--- src/rtl/universal_shift_register.sv ---
// Parametrised universal shift register: serial/parallel load, logical/arithmetic/rotate
// shifts, plus a counted burst-shift engine with busy/done handshake.
module universal_shift_register #(
    parameter  int WIDTH = 4,
    localparam int AW    = $clog2(WIDTH) + 1
) (
    input  logic             clk,
    input  logic             rst,
    input  logic             en,
    input  logic [2:0]       mode,
    input  logic             x,
    input  logic [WIDTH-1:0] d,
    input  logic             start,
    input  logic [AW-1:0]    amount,
    output logic [WIDTH-1:0] out,
    output logic             sout,
    output logic             busy,
    output logic             done
);

    typedef enum logic [2:0] {
        M_HOLD = 3'b000,
        M_SHL  = 3'b001,
        M_SHR  = 3'b010,
        M_ROL  = 3'b011,
        M_ROR  = 3'b100,
        M_LOAD = 3'b101,
        M_CLR  = 3'b110,
        M_ASR  = 3'b111
    } mode_e;

    typedef enum logic {
        IDLE = 1'b0,
        RUN  = 1'b1
    } state_e;

    state_e            state_q, state_d;
    mode_e             mode_q, mode_d;
    logic [AW-1:0]     cnt_q, cnt_d;
    logic [WIDTH-1:0]  out_q, out_d;
    logic              sout_q, sout_d;
    logic              done_q, done_d;
    logic [AW-1:0]     amt_clamped;

    // Returns {sout, out} after applying one operation of mode m.
    function automatic logic [WIDTH:0] step(input mode_e m, input logic [WIDTH-1:0] v,
                                            input logic si, input logic so,
                                            input logic [WIDTH-1:0] ld);
        case (m)
            M_SHL:   return {v[WIDTH-1], v[WIDTH-2:0], si};
            M_SHR:   return {v[0], si, v[WIDTH-1:1]};
            M_ROL:   return {v[WIDTH-1], v[WIDTH-2:0], v[WIDTH-1]};
            M_ROR:   return {v[0], v[0], v[WIDTH-1:1]};
            M_LOAD:  return {so, ld};
            M_CLR:   return {so, {WIDTH{1'b0}}};
            M_ASR:   return {v[0], v[WIDTH-1], v[WIDTH-1:1]};
            default: return {so, v};
        endcase
    endfunction

    function automatic logic is_shift(input mode_e m);
        return (m == M_SHL) || (m == M_SHR) || (m == M_ROL) || (m == M_ROR) || (m == M_ASR);
    endfunction

    assign amt_clamped = (amount > AW'(WIDTH)) ? AW'(WIDTH) : amount;

    always_comb begin
        state_d = state_q;
        mode_d  = mode_q;
        cnt_d   = cnt_q;
        out_d   = out_q;
        sout_d  = sout_q;
        done_d  = 1'b0;
        if (en) begin
            case (state_q)
                IDLE: begin
                    if (start) begin
                        mode_d = mode_e'(mode);
                        cnt_d  = amt_clamped;
                        if (is_shift(mode_e'(mode)) && (amt_clamped != '0))
                            state_d = RUN;
                        else
                            done_d = 1'b1;
                    end else begin
                        {sout_d, out_d} = step(mode_e'(mode), out_q, x, sout_q, d);
                    end
                end
                RUN: begin
                    {sout_d, out_d} = step(mode_q, out_q, x, sout_q, d);
                    cnt_d = cnt_q - AW'(1);
                    if (cnt_q == AW'(1)) begin
                        state_d = IDLE;
                        done_d  = 1'b1;
                    end
                end
                default: state_d = IDLE;
            endcase
        end
    end

    always_ff @(posedge clk) begin
        if (!rst) begin
            state_q <= IDLE;
            mode_q  <= M_HOLD;
            cnt_q   <= '0;
            out_q   <= '0;
            sout_q  <= 1'b0;
            done_q  <= 1'b0;
        end else begin
            state_q <= state_d;
            mode_q  <= mode_d;
            cnt_q   <= cnt_d;
            out_q   <= out_d;
            sout_q  <= sout_d;
            done_q  <= done_d;
        end
    end

    assign out  = out_q;
    assign sout = sout_q;
    assign busy = (state_q == RUN);
    assign done = done_q;

endmodule

--- config.mk ---
export PLATFORM = sky130hd
export DESIGN_NAME = universal_shift_register
export DESIGN_NICKNAME = d
export VERILOG_FILES = /design/src/rtl/universal_shift_register.sv
export SDC_FILE = /design/constraint.sdc
export NUM_CORES = 1
export LEC_CHECK = 0
export CELL_PAD_IN_SITES_DETAIL_PLACEMENT = 0
export CELL_PAD_IN_SITES_GLOBAL_PLACEMENT = 1
export CORE_ASPECT_RATIO = 0.8
export CORE_MARGIN = 5
export CORE_UTILIZATION = 40
export CTS_CLUSTER_SIZE = 25
export DETAILED_ROUTE_END_ITERATION = 8
export PLACE_DENSITY_LB_ADDON = 0.1
export SETUP_SLACK_MARGIN = 0.02
export SYNTH_ARGS = -nofsm -noshare
export SYNTH_HDL_FRONTEND = slang
export SYNTH_SLANG_ARGS = --single-unit
--- constraint.sdc ---
create_clock -name clk -period 2.7 [get_ports clk]
set_input_delay 0.54 -clock clk [delete_from_list [all_inputs] [get_ports clk]]
set_output_delay 0.54 -clock clk [all_outputs]
set_load 0.1 [all_outputs]
==> metrics.csv <==
metric,value,unit
outcome,completed,
setup bufs post-CTS,0,
CP startpoint,busy,
syn_area_per_cell,7.67,um2
final antenna-violating net count,0,
HP Class,reg2reg,
Comb pwr share,36.5,%
sum of negative setup slack,0,ns
starting density of the core,40.9,%
sequential share of power,41.3,%
RSZ-0062 raised after global routing,no,
vias in the first global route,1069,
crit path DAT,1.49,ns
vias after detailed routing,1123,
Core Region,2720,um2
Synth Flop Type,dfxtp_1,
P_sw,224,uW
Worst R2R Start,busy,
initial antenna violation count,0,
final hold slack,0.499,ns
die area,3940,um2
Yosys top cell by area,dfxtp_1,
Fmax,493,MHz
largest cells by area after synthesis,"dfxtp_1 (23%), mux2i_1 (5.4%), nor2_1 (5.1%), o21ai_0 (4.0%), nand2_1 (3.4%)",
largest net degree at the start of global routing,24,
global-route wire length before repair,5.16,mm
Antenna Cells,0,
Tmin final,2.03,ns
I/O Pins,22,
Filler cells,304,
ratio of final minimum period to clock period,75.2,%
Routed WL,3.06,mm
via count normalized by instance count,5.67,
die width,69.0,um
final number of hold-violating endpoints,0,
layout cells sized above 1,13.1,%
Setup CP Type,reg2out,
CTS Buffer Depth,2,
GPL Wtd Cong,0.851,
Slew HR,51.9,%
Pint,337,uW
register area,260,um2
max-slew violations,0,
worst path bufs/invs,1,
footprint of the multi-input gates,751,um2
worst path cell trace,buf_4,
# Max-Cap Violations,0,
total track usage,17.2,%
top cell type's share of synthesized area,23.4,%
syn nets,162,
# port buffers,21,
Min-Delay Startpoint,sout,
Detail Placement HPWL,2.32,mm
initial DRC count,110,
nets,178,
nature of the critical path endpoint,output pin,
area delta synth->final,18.0,%
clock root buffer master,clkbuf_4,
final setup margin,0.670,ns
"EDFF count, synth",0,
Crit path max-delay family,flip-flops,
total CTS buffers,3,
Crit Path Max Fanout,23,
VDD IR max,0.272,mV
synthesized area,1110,um2
Yosys warning count,0,
Setup-failing EPs final,0,
CP max-delay cell,dfxtp_1,
# rows,17,
post-CTS resize count,0,
async set-reset flop share out of synthesis,0,%
CTS tree,done,
Synth Register Bits,13,
Worst path max stage delay,0.79,ns
"Hold-fix buffers, CTS",0,
GRT overflow,0,
Critical Path Start Type,register,
htree depth,1,
worst slew pin tran,0.721,ns
worst skew pair latency,0.28,ns
sequential-to-total area share from yosys stat,23.4,%
Mapped Cells,145,
data required time of the worst path,2.16,ns
Net Sw Frac,39.9,%
Netlist cell types,47,
height of the die,57.2,um
drt drc,0,
drt wl/cell,15.4,um
post-place setup slack,0.438,ns
Clk pwr share,22.2,%
power density cells,427,nW/um2
Clock Skew,0.00243,ns
clock sinks,13,
drt first pass iters,4,
CTS clock-pin slew for the worst setup and hold paths,0.08,ns
Lkg Pwr,0.477,nW
## registers in the layout (all words and copies together) (netlist names)
register,flops
busy,1
cnt_q,3
done,1
mode_q,3
out,4
sout,1
## metal layers
layer / share of wire [%] / up-vias / GRT usage, % / wire length (um)
li1: - / 566 / - / -
met1: 49 / 510 / 26.7 / 1500
met2: 42 / 45 / 22.7 / 1290
met3: 8.2 / 2 / 5.12 / 252
met4: 0.33 / 0 / 4.17 / 10
met5: 0 / - / 0 / 0
## final timing paths
kind | cells past startpoint | slack [ns] | to
setup / recovery | 1 | 0.67 | busy
hold / removal | 2 | 0.50 | sout
setup reg to reg | 5 | 0.81 | out[2]
hold reg to reg | 2 | 0.50 | sout
## logic make-up after synthesis
family | synth area share (%)
AOI/OAI and AO/OA | 33.5
xor gates and xnor gates | 1.58
adders and majority gates | 2.25
buffers and inverters | 9.11
DFF | 23.4
muxes | 6.41
and+or+nand+nor | 23.7
## per-stage QoR
step / power, mW / area, um2 / cells / util [%]
6_report: 0.561 / 1310 / 198 / 48.2
3_3_place_gp: 0.440 / 1280 / 194 / 47.2
2_1_floorplan: 0.384 / 1110 / 145 / -
5_1_grt: 0.602 / 1310 / 198 / 48.2
3_5_place_dp: 0.440 / 1280 / 194 / 47.2
4_1_cts: 0.569 / 1310 / 198 / 48.2
## cells in the mapped netlist (2+ instances only)
| cell | instances |
|---|---|
| a2bb2oi_1 | 2 |
| a21oi_2 | 2 |
| clkbuf_1 | 3 |
| buf_2 | 3 |
| nand2b_1 | 3 |
| o21ai_1 | 2 |
| a21oi_1 | 7 |
| inv_1 | 9 |
| ha_1 | 2 |
| mux2i_1 | 6 |
| nand2_1 | 10 |
| nor3_1 | 4 |
| o31ai_1 | 4 |
| nand3_1 | 6 |
| buf_6 | 3 |
| a211oi_1 | 4 |
| a22oi_1 | 3 |
| xnor2_1 | 2 |
| o21ai_0 | 9 |
| a31oi_1 | 3 |
| o21a_1 | 2 |
| a32oi_1 | 2 |
| o22ai_1 | 2 |
| nor2_1 | 15 |
| dfxtp_1 | 13 |
| nor3b_1 | 3 |
## cell type report
cell class	count	share of cell area, %
multi-input combinational	113	57.2
sequential	13	19.8
inverter	9	2.57
clock inverter	1	0.381
tap	38	3.62
clock buffer	3	1.72
timing repair buffer	21	14.7
## power groups by stage
stage / combinational [mW] / sequential (mW) / clock [mW]
after floorplan: 0.118 / 0.266 / 0
after global placement: 0.204 / 0.236 / 0
after detailed placement: 0.204 / 0.236 / 0
after CTS: 0.205 / 0.231 / 0.132
after global routing: 0.224 / 0.235 / 0.143
final: 0.205 / 0.232 / 0.124
## layout by cell type, fill, tap and decap left out, types with 4 or more instances in the layout
| cell type | n |
|---|---|
| inv_1 | 9 |
| mux2i_1 | 6 |
| nor2_1 | 15 |
| nand2_1 | 10 |
| nand3_1 | 6 |
| a211oi_1 | 4 |
| dfxtp_1 | 13 |
| a21oi_1 | 7 |
| o31ai_1 | 4 |
| o21ai_0 | 9 |
| buf_4 | 7 |
| nor3_1 | 4 |
| clkdlybuf4s50_1 | 14 |
No activity file was read; power rests on OpenSTA's default activity.
